[src/rtl/spart_pkg.sv]
// -----------------------------------------------------------------------------
// spart_pkg: definitions shared by the SPART blocks.
//   tx_state_t   : transmitter FSM states
//   START_BIT    : line level of the start bit
//   STOP_BIT     : line level of the stop bit and of the idle line
//   ADDR_*       : ioaddr decode values used by the SPART top
//   DIV_*        : divisor values for a 50 MHz clock (bit period minus one)
//   baud_divisor : maps a baud selection onto its 50 MHz divisor
// -----------------------------------------------------------------------------
package spart_pkg;

  typedef enum logic [1:0] {
    IDLE  = 2'b00,
    START = 2'b01,
    DATA  = 2'b10,
    STOP  = 2'b11
  } tx_state_t;

  localparam logic START_BIT = 1'b0;
  localparam logic STOP_BIT  = 1'b1;

  localparam logic [1:0] ADDR_DATA   = 2'b00;
  localparam logic [1:0] ADDR_STATUS = 2'b01;
  localparam logic [1:0] ADDR_DB_LO  = 2'b10;
  localparam logic [1:0] ADDR_DB_HI  = 2'b11;

  localparam logic [15:0] DIV_4800  = 16'd10415;
  localparam logic [15:0] DIV_9600  = 16'd5207;
  localparam logic [15:0] DIV_19200 = 16'd2603;
  localparam logic [15:0] DIV_38400 = 16'd1301;

  typedef enum logic [1:0] {
    BAUD_4800  = 2'b00,
    BAUD_9600  = 2'b01,
    BAUD_19200 = 2'b10,
    BAUD_38400 = 2'b11
  } baud_sel_t;

  function automatic logic [15:0] baud_divisor(input baud_sel_t sel);
    case (sel)
      BAUD_4800:  return DIV_4800;
      BAUD_9600:  return DIV_9600;
      BAUD_19200: return DIV_19200;
      BAUD_38400: return DIV_38400;
      default:    return DIV_9600;
    endcase
  endfunction

endpackage

[src/rtl/spart_baud_cnt.sv]
// -----------------------------------------------------------------------------
// spart_baud_cnt: loadable bit-period down-counter.
//   clk     : system clock
//   rst     : asynchronous active-high reset (counter cleared)
//   reload  : load the counter with divisor at this edge
//   divisor : bit period minus one, in clk cycles
//   bit_end : high during the last cycle of the current bit period
// The counter stops at zero, so when it is not reloaded it parks there.
// -----------------------------------------------------------------------------
module spart_baud_cnt
  import spart_pkg::*;
#(
  parameter int DIV_W = 16
) (
  input  logic             clk,
  input  logic             rst,
  input  logic             reload,
  input  logic [DIV_W-1:0] divisor,
  output logic             bit_end
);

  logic [DIV_W-1:0] cnt_q;
  logic [DIV_W-1:0] cnt_d;

  // Next count: reload, else decrement down to zero and hold there.
  always_comb begin
    cnt_d = cnt_q;
    if (reload) begin
      cnt_d = divisor;
    end else if (cnt_q != {DIV_W{1'b0}}) begin
      cnt_d = cnt_q - {{(DIV_W-1){1'b0}}, 1'b1};
    end else begin
      cnt_d = cnt_q;
    end
  end

  // Counter register.
  always_ff @(posedge clk or posedge rst) begin
    if (rst) begin
      cnt_q <= {DIV_W{1'b0}};
    end else begin
      cnt_q <= cnt_d;
    end
  end

  assign bit_end = (cnt_q == {DIV_W{1'b0}});

endmodule

[src/rtl/spart_tx.sv]
// -----------------------------------------------------------------------------
// spart_tx: SPART transmitter with one holding byte and one shift register.
//   clk     : system clock
//   rst     : asynchronous active-high reset; aborts any frame
//   load    : write strobe for the data register
//   tx_data : byte to transmit, sampled when load=1
//   divisor : bit period minus one; sampled once per frame at frame start
//   txd     : serial line, idle high, driven from a flop
//   tbr     : transmit buffer ready (holding buffer empty), registered
// Frame = start bit, DATA_W data bits LSB first, stop bit.
// -----------------------------------------------------------------------------
module spart_tx
  import spart_pkg::*;
#(
  parameter int DIV_W  = 16,
  parameter int DATA_W = 8
) (
  input  logic              clk,
  input  logic              rst,
  input  logic              load,
  input  logic [DATA_W-1:0] tx_data,
  input  logic [DIV_W-1:0]  divisor,
  output logic              txd,
  output logic              tbr
);

  localparam int CNT_W = $clog2(DATA_W + 1);
  localparam logic [CNT_W-1:0] LAST_BIT = CNT_W'(DATA_W - 1);

  tx_state_t         state_q, state_d;
  logic [DATA_W-1:0] shift_q, shift_d;
  logic [DATA_W-1:0] hold_q, hold_d;
  logic              hold_full_q, hold_full_d;
  logic [CNT_W-1:0]  bit_cnt_q, bit_cnt_d;
  logic [DIV_W-1:0]  div_q, div_d;
  logic              txd_q, txd_d;
  logic              tbr_q, tbr_d;

  logic              take_s;
  logic              reload_s;
  logic [DIV_W-1:0]  reload_div_s;
  logic              bit_end_s;

  spart_baud_cnt #(.DIV_W(DIV_W)) u_baud_cnt (
    .clk     (clk),
    .rst     (rst),
    .reload  (reload_s),
    .divisor (reload_div_s),
    .bit_end (bit_end_s)
  );

  // Next-state, line level and buffer logic.
  always_comb begin
    state_d      = state_q;
    shift_d      = shift_q;
    hold_d       = hold_q;
    hold_full_d  = hold_full_q;
    bit_cnt_d    = bit_cnt_q;
    div_d        = div_q;
    txd_d        = txd_q;
    take_s       = 1'b0;
    reload_s     = 1'b0;
    reload_div_s = div_q;

    case (state_q)
      IDLE: begin
        txd_d = STOP_BIT;
        if (hold_full_q) begin
          take_s = 1'b1;
        end else begin
          take_s = 1'b0;
        end
      end
      START: begin
        if (bit_end_s) begin
          state_d  = DATA;
          reload_s = 1'b1;
          txd_d    = shift_q[0];
        end else begin
          txd_d = START_BIT;
        end
      end
      DATA: begin
        if (bit_end_s) begin
          shift_d  = shift_q >> 1;
          reload_s = 1'b1;
          if (bit_cnt_q == LAST_BIT) begin
            state_d = STOP;
            txd_d   = STOP_BIT;
          end else begin
            bit_cnt_d = bit_cnt_q + {{(CNT_W-1){1'b0}}, 1'b1};
            txd_d     = shift_d[0];
          end
        end else begin
          txd_d = shift_q[0];
        end
      end
      STOP: begin
        if (bit_end_s) begin
          if (hold_full_q) begin
            // Back-to-back: the next start bit follows the stop bit directly.
            take_s = 1'b1;
          end else begin
            state_d = IDLE;
            txd_d   = STOP_BIT;
          end
        end else begin
          txd_d = STOP_BIT;
        end
      end
      default: begin
        state_d = IDLE;
        txd_d   = STOP_BIT;
      end
    endcase

    // Frame launch: move the held byte into the shifter and latch this
    // frame's divisor, which then governs every bit of the frame.
    if (take_s) begin
      state_d      = START;
      shift_d      = hold_q;
      hold_full_d  = 1'b0;
      bit_cnt_d    = {CNT_W{1'b0}};
      div_d        = divisor;
      reload_s     = 1'b1;
      reload_div_s = divisor;
      txd_d        = START_BIT;
    end else begin
      reload_div_s = div_q;
    end

    // A write is accepted whenever the buffer is, or is just becoming, empty.
    if (load && !hold_full_d) begin
      hold_d      = tx_data;
      hold_full_d = 1'b1;
    end else begin
      hold_d = hold_q;
    end

    tbr_d = ~hold_full_d;
  end

  // State and datapath registers.
  always_ff @(posedge clk or posedge rst) begin
    if (rst) begin
      state_q     <= IDLE;
      shift_q     <= {DATA_W{1'b0}};
      hold_q      <= {DATA_W{1'b0}};
      hold_full_q <= 1'b0;
      bit_cnt_q   <= {CNT_W{1'b0}};
      div_q       <= {DIV_W{1'b0}};
      txd_q       <= STOP_BIT;
      tbr_q       <= 1'b1;
    end else begin
      state_q     <= state_d;
      shift_q     <= shift_d;
      hold_q      <= hold_d;
      hold_full_q <= hold_full_d;
      bit_cnt_q   <= bit_cnt_d;
      div_q       <= div_d;
      txd_q       <= txd_d;
      tbr_q       <= tbr_d;
    end
  end

  assign txd = txd_q;
  assign tbr = tbr_q;

endmodule

[config.mk]
export PLATFORM = sky130hd
export DESIGN_NAME = spart_tx
export DESIGN_NICKNAME = d
export VERILOG_FILES = /design/src/rtl/spart_pkg.sv /design/src/rtl/spart_baud_cnt.sv /design/src/rtl/spart_tx.sv
export SDC_FILE = /design/constraint.sdc
export NUM_CORES = 1
export LEC_CHECK = 0
export BUFFER_PORTS_ARGS = -buffer_cell sky130_fd_sc_hd__buf_2
export CORE_AREA = 5 5 80 82
export DETAILED_ROUTE_END_ITERATION = 16
export DIE_AREA = 0 0 85 87
export GPL_TIMING_DRIVEN = 1
export PLACE_DENSITY = 0.83
export SETUP_SLACK_MARGIN = 0.5
export SYNTH_ARGS = -nofsm -noshare
export SYNTH_HDL_FRONTEND = slang
export SYNTH_SLANG_ARGS = --single-unit
export TNS_END_PERCENT = 1
[constraint.sdc]
create_clock -name clk -period 3.6 [get_ports clk]
set_input_delay 0.72 -clock clk [delete_from_list [all_inputs] [get_ports clk]]
set_output_delay 0.72 -clock clk [all_outputs]
set_load 0.005 [all_outputs]
==> out/results.txt, run 1 <==
Total GRT Usage: 18.4%
setup total negative slack: 0 ns
drt initial violations: 260
Setup WS pre-CTS: 0.757 ns
routed wire length: 6170 µm
DIE HEIGHT: 87 µm
ANT cells: 0
fmax: 0.354 GHz
worst setup margin: 0.772 ns
#FFs+latches synth: 57
Die W: 85 µm
gr ovfl total: 0
Switch Pwr: 0.423 mW
# DRC: 0
Num CTS Buffers: 9
Sw Ratio: 26.9%
cell area after synthesis: 0.00294 mm²
Critical Path Fanout Max: 16
DR pass1 iterations: 5
post-route ant nets: 0
Req. time, crit path: 3.83 ns
Area growth syn-to-layout: 14.3%
Synth top area share: 46.8%
Placer Congestion: 0.894
Initial Utilization: 51.9%
Power Density: 468 mW/mm²
Avg Inst Size Synth: 9.52 µm²
clock sink total: 57
RSZ-0062 raised after global routing: no
I/O pins: 29
Root Buffer: clkbuf_8
min Tclk post-route: 2.83 ns
Synth area leaders: dfrtp_1 (47%), nand2_1 (10%), mux2_4 (4.1%)
r2r worst-path depth: 7
asr flop ratio synth: 100%
max_cap viols: 0
core box area: 0.00568 mm²
TritonCTS clock tree: yes
Final Cycle Share: 78.6%
Reg power frac: 50.2%
syn_nets: 344
share of layout cells above drive strength 1: 21.2%
Clock Power Share: 37.3%
crit end category: register
I/O Buffers: 28
clk_lat worst skew: 0.34 ns
Slew Viols, Final: 0
CTS Buffer Depth: 2
Comb pwr share: 12.5%
vias per cell: 5.59
CTS clock-pin slew for the worst setup and hold paths: 0.07 ns
Yosys Warn Count: 0
worst hold path class: input port to asynchronous set/reset pin
Setup crit start kind: register
first-pass GRT wire length: 10800 µm
nets@finish: 375
setup violators final: 0
# fillers: 498
routed length per instance: 14.7 µm
H-tree depth: 3
initial antenna violation count: 0
largest net degree at the start of global routing: 34
Power Total: 1.57 mW
reg2reg end: u_baud_cnt.cnt_q[6]
Post-Syn Instances: 309
Fin Clk Skew: 0.00707 ns
Internal: 1.15 mW
row count: 28
R2R Path Start: u_baud_cnt.cnt_q[6]
worst vdd ir: 0.000468 V
R2R Setup Slk: 0.77 ns
CP Data Arrival Time: 3.05 ns
final-report hold violation count: 0
DIE AREA: 0.00740 mm²
crit path kind: register to register
dpl hpwl: 4330 µm
Worst Tran Pin Value: 0.691 ns
leakage: 1.66 nW
top_reg_cell synth: dfrtp_1
sequential area share after synthesis: 48.6%
Vias: 2349
leading area contributor after synthesis: dfrtp_1
Slew HR: 53.5%
status: completed
Synth cell types: 48
count of flip-flops with a built-in enable after synthesis: 0
vias in the first global route: 2399
[how the worst max path moves through the flow]
stage	cells after the start	endpoint	start
CTS	9	u_baud_cnt.cnt_q[9]	u_baud_cnt.cnt_q[0]
global placement	9	u_baud_cnt.cnt_q[6]	u_baud_cnt.cnt_q[0]
detailed placement	9	u_baud_cnt.cnt_q[6]	u_baud_cnt.cnt_q[0]
global route	7	u_baud_cnt.cnt_q[6]	u_baud_cnt.cnt_q[6]
floorplan	6	hold_q[0]	u_baud_cnt.cnt_q[13]
finish	7	u_baud_cnt.cnt_q[6]	u_baud_cnt.cnt_q[6]
[cell usage after synthesis (all sizes together) (3+ instances only)]
| cell | instances |
|---|---|
| nand2 | 83 |
| dfrtp | 55 |
| nor2 | 21 |
| o21ai | 15 |
| a21oi | 12 |
| mux2 | 10 |
| buf | 9 |
| ha | 8 |
| inv | 8 |
| mux2i | 8 |
| xnor2 | 8 |
| o22ai | 7 |
| xor2 | 7 |
| clkbuf | 6 |
| nand3 | 6 |
| nand2b | 5 |
| a32oi | 4 |
| nor3 | 4 |
| nor4 | 4 |
| nor3b | 3 |
| or4 | 3 |
[power groups by stage]
stage	Clock [mW]	Sequential [mW]	Combinational (mW)
final	0.586	0.790	0.196
after global routing	0.623	0.800	0.223
after CTS	0.595	0.788	0.197
after detailed placement	0	0.798	0.195
after global placement	0	0.798	0.187
after floorplan	0	0.781	0.156
[sequential cells by signal (all words and copies together) (netlist names)]
register          cells
hold_full_q           1
shift_q               8
state_q               2
u_baud_cnt.cnt_q     16
bit_cnt_q             4
txd                   1
div_q                16
tbr                   1
hold_q                8
[layout by cell type, fill, tap and decap left out, drive strengths merged, types with 2 or more instances in the layout]
cell / n
a211oi: 2
a21boi: 2
a21oi: 12
a32oi: 4
buf: 35
clkbuf: 10
clkinv: 4
dfrtp: 55
dfstp: 2
ha: 8
inv: 8
mux2: 10
mux2i: 8
nand2: 83
nand2b: 5
nand3: 6
nand4: 2
nor2: 21
nor3: 4
nor3b: 3
nor4: 4
o21ai: 15
o22ai: 7
o41ai: 2
or4: 3
xnor2: 8
xor2: 7
[metal layers]
layer	GRT usage [%]	share of wire [%]	vias to the layer above
li1	-	-	1125
met1	23.2	45	1124
met5	0	0	-
met3	3.22	4.9	16
met2	30.4	48	84
met4	9.35	2.5	0
[timing repair]
action / CTS / global route
resized for setup: 0 / 1
hold endpoints to repair: 0 / 0
setup endpoints to repair: 0 / 18
hold buffers: 0 / 0
buffers inserted: 0 / 0
[cells by family after synthesis]
kind of cell / count (synthesis) / synth area share (%)
buffers and inverters: 23 / 3.74
xor gates and xnor gates: 15 / 4.46
and+or+nand+nor: 137 / 20.8
AOI/OAI and AO/OA: 51 / 11.4
adders and majority gates: 8 / 3.40
DFF: 57 / 48.6
muxes: 18 / 7.57
[critical path, stage by stage (launching register included)]
cell and delay [ns]:
dfrtp_1 0.42, or4_4 0.55, or2_1 0.34, o41ai_2 0.43, nand2b_1 0.41, buf_4 0.33
o22ai_1 0.18, a21oi_1 0.06
[through the flow]
stage               instance area [µm²]  std cells  util (%)  hold slack (ns)
floorplan                          2940        309         -            0.439
global placement                   3160        404      55.8            0.456
detailed placement                 3160        404      55.8            0.463
CTS                                3360        420      59.2            0.423
global route                       3360        420      59.3            0.444
finish                             3360        420      59.3            0.408
[cell type report]
class | count | area [µm²] | area share, %
clock buffer | 10 | 138 | 4.09
clock inverter | 6 | 57.6 | 1.71
timing repair buffer | 35 | 205 | 6.10
multi-input combinational | 229 | 1410 | 41.9
sequential | 57 | 1430 | 42.5
tap | 75 | 93.8 | 2.79
inverter | 8 | 30.0 | 0.893
Power figures use the tool's default switching activity.
==> inputs of run 2 (changes only) <==
==> constraint.sdc (replaced) <==
create_clock -name clk -period 2.9 [get_ports clk]
set_input_delay 0.58 -clock clk [delete_from_list [all_inputs] [get_ports clk]]
set_output_delay 0.58 -clock clk [all_outputs]
set_load 0.005 [all_outputs]
==> run 2 against run 1 <==
Die area unchanged. Maximum frequency increased by 11%. Clock power increased by 23%. Non-clock buffer count increased by 22. Critical endpoint is now shift_q[1].
==> out/results.txt, run 2 (synthesis results as in run 1) <==
leakage: 1.85 nW (+12%)
drt initial violations: 456 (+75%)
crit end category: register
worst vdd ir: 0.000385 V (-18%)
clock sink total: 57 (unchanged)
CP Data Arrival Time: 2.81 ns (-0.24 ns)
Initial Utilization: 51.9% (unchanged)
critical hold path startpoint: divisor[12]
Critical Path Fanout Max: 9 (-7)
clk_lat worst skew: 0.36 ns (+0.02 ns)
fmax: 0.391 GHz (+11%)
ANT cells: 0 (unchanged)
hold path depth: 3
Area growth syn-to-layout: 26.8%
Root Buffer: clkbuf_8
WHS Endpoint: div_q[12]
I/O Buffers: 28 (unchanged)
I/O pins: 29 (unchanged)
Worst Tran Pin Value: 0.995 ns (+0.305 ns)
dpl hpwl: 4370 µm (+0.83%)
CP Buf/Inv Count: 3 (+2)
nets@finish: 397 (+5.9%)
CP max-delay cell: or4_4
setup total negative slack: 0 ns (unchanged)
Final Cycle Share: 88.1% (+9.5 points)
R2R Path Start: u_baud_cnt.cnt_q[8]
gr ovfl total: 0 (unchanged)
Placer Congestion: 0.865 (-3.3%)
reg2reg end: shift_q[1]
largest net degree at the start of global routing: 49 (+44%)
core box area: 0.00568 mm² (unchanged)
min Tclk post-route: 2.55 ns (-0.273 ns)
Slew HR: 33.5% (-20 points)
Req. time, crit path: 3.16 ns (-0.67 ns)
placed cell area: 0.00318 mm² (+0.47%)
commonest cells after routing, fill and taps aside: nand2_1 (81), dfrtp_1 (54), buf_2 (28)
Num CTS Buffers: 9 (unchanged)
post-route ant nets: 0 (unchanged)
Total GRT Usage: 20.8% (+2.4 points)
Hold Buf Count CTS: 0 (unchanged)
DIE AREA: 0.00740 mm² (unchanged)
H-tree depth: 3 (unchanged)
routed wire length: 8850 µm (+43%)
crit path cell chain: or4_4 -> or2_4 -> buf_6 -> o41ai_4 -> nor2b_4 -> buf_12 -> clkbuf_16 -> nand2_1 -> o21ai_0
max_cap viols: 0 (unchanged)
biggest regs: div_q x16, u_baud_cnt.cnt_q x16
Levels on crit path: 9 (+2)
vias per cell: 6.08 (+8.8%)
CTS clock-pin slew for the worst setup and hold paths: 0.07 ns (about the same)
RSZ-0062 raised after global routing: yes
final hold slack: 0.437 ns (+0.0296 ns)
Non-Filler Instances: 442 (+5.2%)
commonest non-fill, non-tap cell in the layout: nand2_1
setup violators final: 0 (unchanged)
share of layout cells above drive strength 1: 29.7% (+8.5 points)
# DRC: 0 (unchanged)
Power Total: 2.06 mW (+31%)
TritonCTS clock tree: yes
max incr delay on CP: 0.54 ns (about the same)
Cells after DPL: 406 (+0.50%)
first-pass GRT wire length: 11900 µm (+10%)
Fin Clk Skew: 0.0121 ns (+0.00508 ns)
r2r worst-path depth: 9 (+2)
Slew Viols, Final: 0 (unchanged)
status: completed
Power Density: 552 mW/mm² (+18%)
Vias: 2689 (+14%)
row count: 28 (unchanged)
initial antenna violation count: 0 (unchanged)
CTS Buffer Depth: 2 (unchanged)
vias in the first global route: 2522 (+5.1%)
routed length per instance: 20.0 µm (+36%)
DIE HEIGHT: 87 µm (unchanged)
R2R Setup Slk: 0.35 ns (-0.43 ns)
final-report hold violation count: 0 (unchanged)
CP top delay family: simple AND/OR/NAND/NOR gates
DR pass1 iterations: 5 (unchanged)
worst hold path class: input port to register
crit path kind: register to register
Die W: 85 µm (unchanged)
fin area: 0.00373 mm² (+11%)
Setup crit start kind: register
run 2: layer usage:
metal | vias up | wire (µm) | GRT usage [%]
met5 | - | 0 | 0
met4 | 0 | 598 | 12.5
met3 | 64 | 787 | 4.16
met2 | 181 | 4180 | 34.5
met1 | 1279 | 3280 | 24.9
li1 | 1165 | - | -
run 2: stage by stage:
| stage | setup slack [ns] | utilization (%) |
|---|---|---|
| after floorplan | 0.529 | - |
| after global placement | 0.336 | 56.0 |
| after detailed placement | 0.257 | 56.0 |
| after CTS | 0.460 | 60.9 |
| after global routing | 0.237 | 65.7 |
| final | 0.345 | 65.7 |
run 2: worst max-delay path by stage:
stage,startpoint,to,slack [ns]
final,u_baud_cnt.cnt_q[8],shift_q[1],0.35
after global placement,u_baud_cnt.cnt_q[6],u_baud_cnt.cnt_q[14],0.34
after detailed placement,u_baud_cnt.cnt_q[6],u_baud_cnt.cnt_q[14],0.26
after CTS,u_baud_cnt.cnt_q[6],u_baud_cnt.cnt_q[0],0.46
after global routing,u_baud_cnt.cnt_q[8],shift_q[1],0.24
after floorplan,u_baud_cnt.cnt_q[13],hold_q[0],0.53
run 2: what timing repair did:
| action | CTS | global route |
|---|---|---|
| pin swaps | 6 | 5 |
| cloned | 0 | 5 |
| endpoints found under the hold margin | 0 | 0 |
| buffers inserted | 8 | 7 |
| endpoints found under the setup margin | 47 | 55 |
| gates resized for setup | 6 | 23 |
run 2: final cells by class:
cell class                 count  area [µm²]
timing repair buffer          57         480
tap                           75        93.8
clock inverter                 4        45.0
fill                         416        1940
multi-input combinational    229        1520
sequential                    57        1430
inverter                       8        30.0
clock buffer                  12         135
run 2: power breakdown:
| group | switching, mW | internal (mW) |
|---|---|---|
| registers | 0.104 | 0.889 |
| clock network | 0.329 | 0.393 |
| logic | 0.167 | 0.176 |
| total | 0.601 | 1.46 |
run 2: tightest hold or removal path: stages:
cell and delay, ns:
buf_2 0.08, nand2_1 0.04, nand2_1 0.05
==> inputs of run 3 (changes only) <==
--- a/config.mk
+++ b/config.mk
@@ -10,8 +10,9 @@
 export DETAILED_ROUTE_END_ITERATION = 16
 export DIE_AREA = 0 0 85 87
 export GPL_TIMING_DRIVEN = 1
-export PLACE_DENSITY = 0.83
+export PLACE_DENSITY = 0.81
 export SETUP_SLACK_MARGIN = 0.5
+export SKIP_LAST_GASP = 1
 export SYNTH_ARGS = -nofsm -noshare
 export SYNTH_HDL_FRONTEND = slang
 export SYNTH_SLANG_ARGS = --single-unit
==> run 3 against run 2 <==
Global-route usage is 1.6 points lower. Maximum frequency rose by 6.1%. Via count is 14% lower. Largest power group unchanged.
==> out/results.txt, run 3 (synthesis results as in run 1) <==
setup total negative slack: 0 ns (unchanged)
I/O Buffers: 28 (unchanged)
crit end category: register
worst hold path class: input port to asynchronous set/reset pin
DIE HEIGHT: 87 µm (unchanged)
Placer Congestion: 0.898 (+3.9%)
crit path kind: register to register
Num CTS Buffers: 9 (unchanged)
min Tclk post-route: 2.41 ns (-0.146 ns)
commonest cells after routing, fill and taps aside: nand2_1 (81), dfrtp_1 (55), buf_2 (28)
Final Cycle Share: 83.1% (-5.0 points)
Area growth syn-to-layout: 17.9%
largest net degree at the start of global routing: 23 (-53%)
gr ovfl total: 0 (unchanged)
ANT cells: 0 (unchanged)
share of layout cells above drive strength 1: 23.4% (-6.3 points)
setup violators final: 0 (unchanged)
leakage: 1.74 nW (-6.3%)
vias in the first global route: 2354 (-6.7%)
commonest non-fill, non-tap cell in the layout: nand2_1
Initial Utilization: 51.9% (unchanged)
Vias: 2300 (-14%)
CTS clock-pin slew for the worst setup and hold paths: 0.06 ns (about the same)
final hold slack: 0.217 ns (-0.221 ns)
post-route ant nets: 0 (unchanged)
Slew HR: 61.7% (+28 points)
RSZ-0062 raised after global routing: yes
initial antenna violation count: 0 (unchanged)
fin area: 0.00347 mm² (-7.0%)
Total GRT Usage: 19.2% (-1.6 points)
drt initial violations: 156 (-66%)
fmax: 0.415 GHz (+6.1%)
nets@finish: 385 (-3.0%)
R2R Path Start: u_baud_cnt.cnt_q[8]
CTS Buffer Depth: 2 (unchanged)
placed cell area: 0.00318 mm² (about the same)
first-pass GRT wire length: 11200 µm (-6.4%)
routed wire length: 6500 µm (-27%)
Root Buffer: clkbuf_8
H-tree depth: 3 (unchanged)
final-report hold violation count: 0 (unchanged)
dpl hpwl: 4500 µm (+3.0%)
Fin Clk Skew: 0.00732 ns (-0.00483 ns)
CP Launch Point: u_baud_cnt.cnt_q[8]
Slew Viols, Final: 0 (unchanged)
clk_lat worst skew: 0.34 ns (-0.02 ns)
I/O pins: 29 (unchanged)
Hold Buf Count CTS: 0 (unchanged)
worst vdd ir: 0.000326 V (-15%)
# DRC: 0 (unchanged)
row count: 28 (unchanged)
# fillers: 471 (+13%)
core box area: 0.00568 mm² (unchanged)
max_cap viols: 0 (unchanged)
DIE AREA: 0.00740 mm² (unchanged)
TritonCTS clock tree: yes
biggest regs: div_q x16, u_baud_cnt.cnt_q x16
status: completed
CP max-delay cell: or4_4
DR pass1 iterations: 4 (-1)
crit path cell chain: or4_4 -> or2_4 -> o41ai_4 -> nor2b_4 -> buf_6 -> o21ai_0
Worst Tran Pin Value: 0.575 ns (-0.421 ns)
CP Data Arrival Time: 2.62 ns (-0.19 ns)
clock sink total: 57 (unchanged)
routed length per instance: 15.1 µm (-24%)
Die W: 85 µm (unchanged)
Setup crit start kind: register
max incr delay on CP: 0.55 ns (about the same)
Power Density: 569 mW/mm² (+3.0%)
Critical Path Fanout Max: 22 (+13)
Req. time, crit path: 3.11 ns (-0.05 ns)
vias per cell: 5.35 (-12%)
[run 3: per-layer routing]
metal  up-vias  part of all wire, %  GRT usage, %
met5         -                    0             0
met4         0                  1.6          7.48
met3        10                  4.6          4.92
met2        54                   48          30.4
met1      1097                   45          25.5
li1       1139                    -             -
[run 3: cell type report]
cell class	instances	area (µm²)	area share, %
Clock buffer	13	149	4.29
Clock inverter	3	40.0	1.15
Inverter	8	30.0	0.865
Multi-Input combinational cell	229	1440	41.5
Sequential cell	57	1430	41.2
Tap cell	75	93.8	2.70
Timing Repair Buffer	45	288	8.29
[run 3: power by group]
group          switching, mW  total (mW)  leakage [nW]  internal [mW]
Clock                  0.310       0.728        0.0974          0.418
Combinational          0.129       0.269         0.948          0.140
Sequential            0.0876       0.977         0.692          0.889
Total                  0.526        1.97          1.74           1.45
[run 3: worst paths after layout]
kind | slack, ns | to | cells past startpoint
max | 0.49 | shift_q[3] | 6
min | 0.22 | div_q[6] | 2
max reg2reg | 0.49 | shift_q[3] | 6
min reg2reg | 0.47 | div_q[7] | 2
max in group asynchronous | 2.00 | tbr | 3
min in group clk | 0.44 | div_q[8] | 3
[run 3: what timing repair did]
action	CTS	global route
pin swaps	1	2
gates resized for setup	3	9
setup buffers	2	4
endpoints found under the setup margin	53	55
[run 3: through the flow]
stage	setup WS (ns)	power, mW	instances	utilization (%)
floorplan	0.529	1.16	309	-
global placement	0.418	1.22	408	56.1
detailed placement	0.274	1.23	408	56.1
CTS	0.423	1.96	426	60.1
global route	0.375	2.08	430	61.2
finish	0.491	1.97	430	61.2
[run 3: worst max-delay path, delay by kind of cell, from the launching register on]
| kind | cells | cell delay, ns |
|---|---|---|
| buffers and inverters | 1 | 0.20 |
| DFF | 1 | 0.39 |
| and+or+nand+nor | 3 | 1.11 |
| AOI/OAI and AO/OA | 2 | 0.58 |
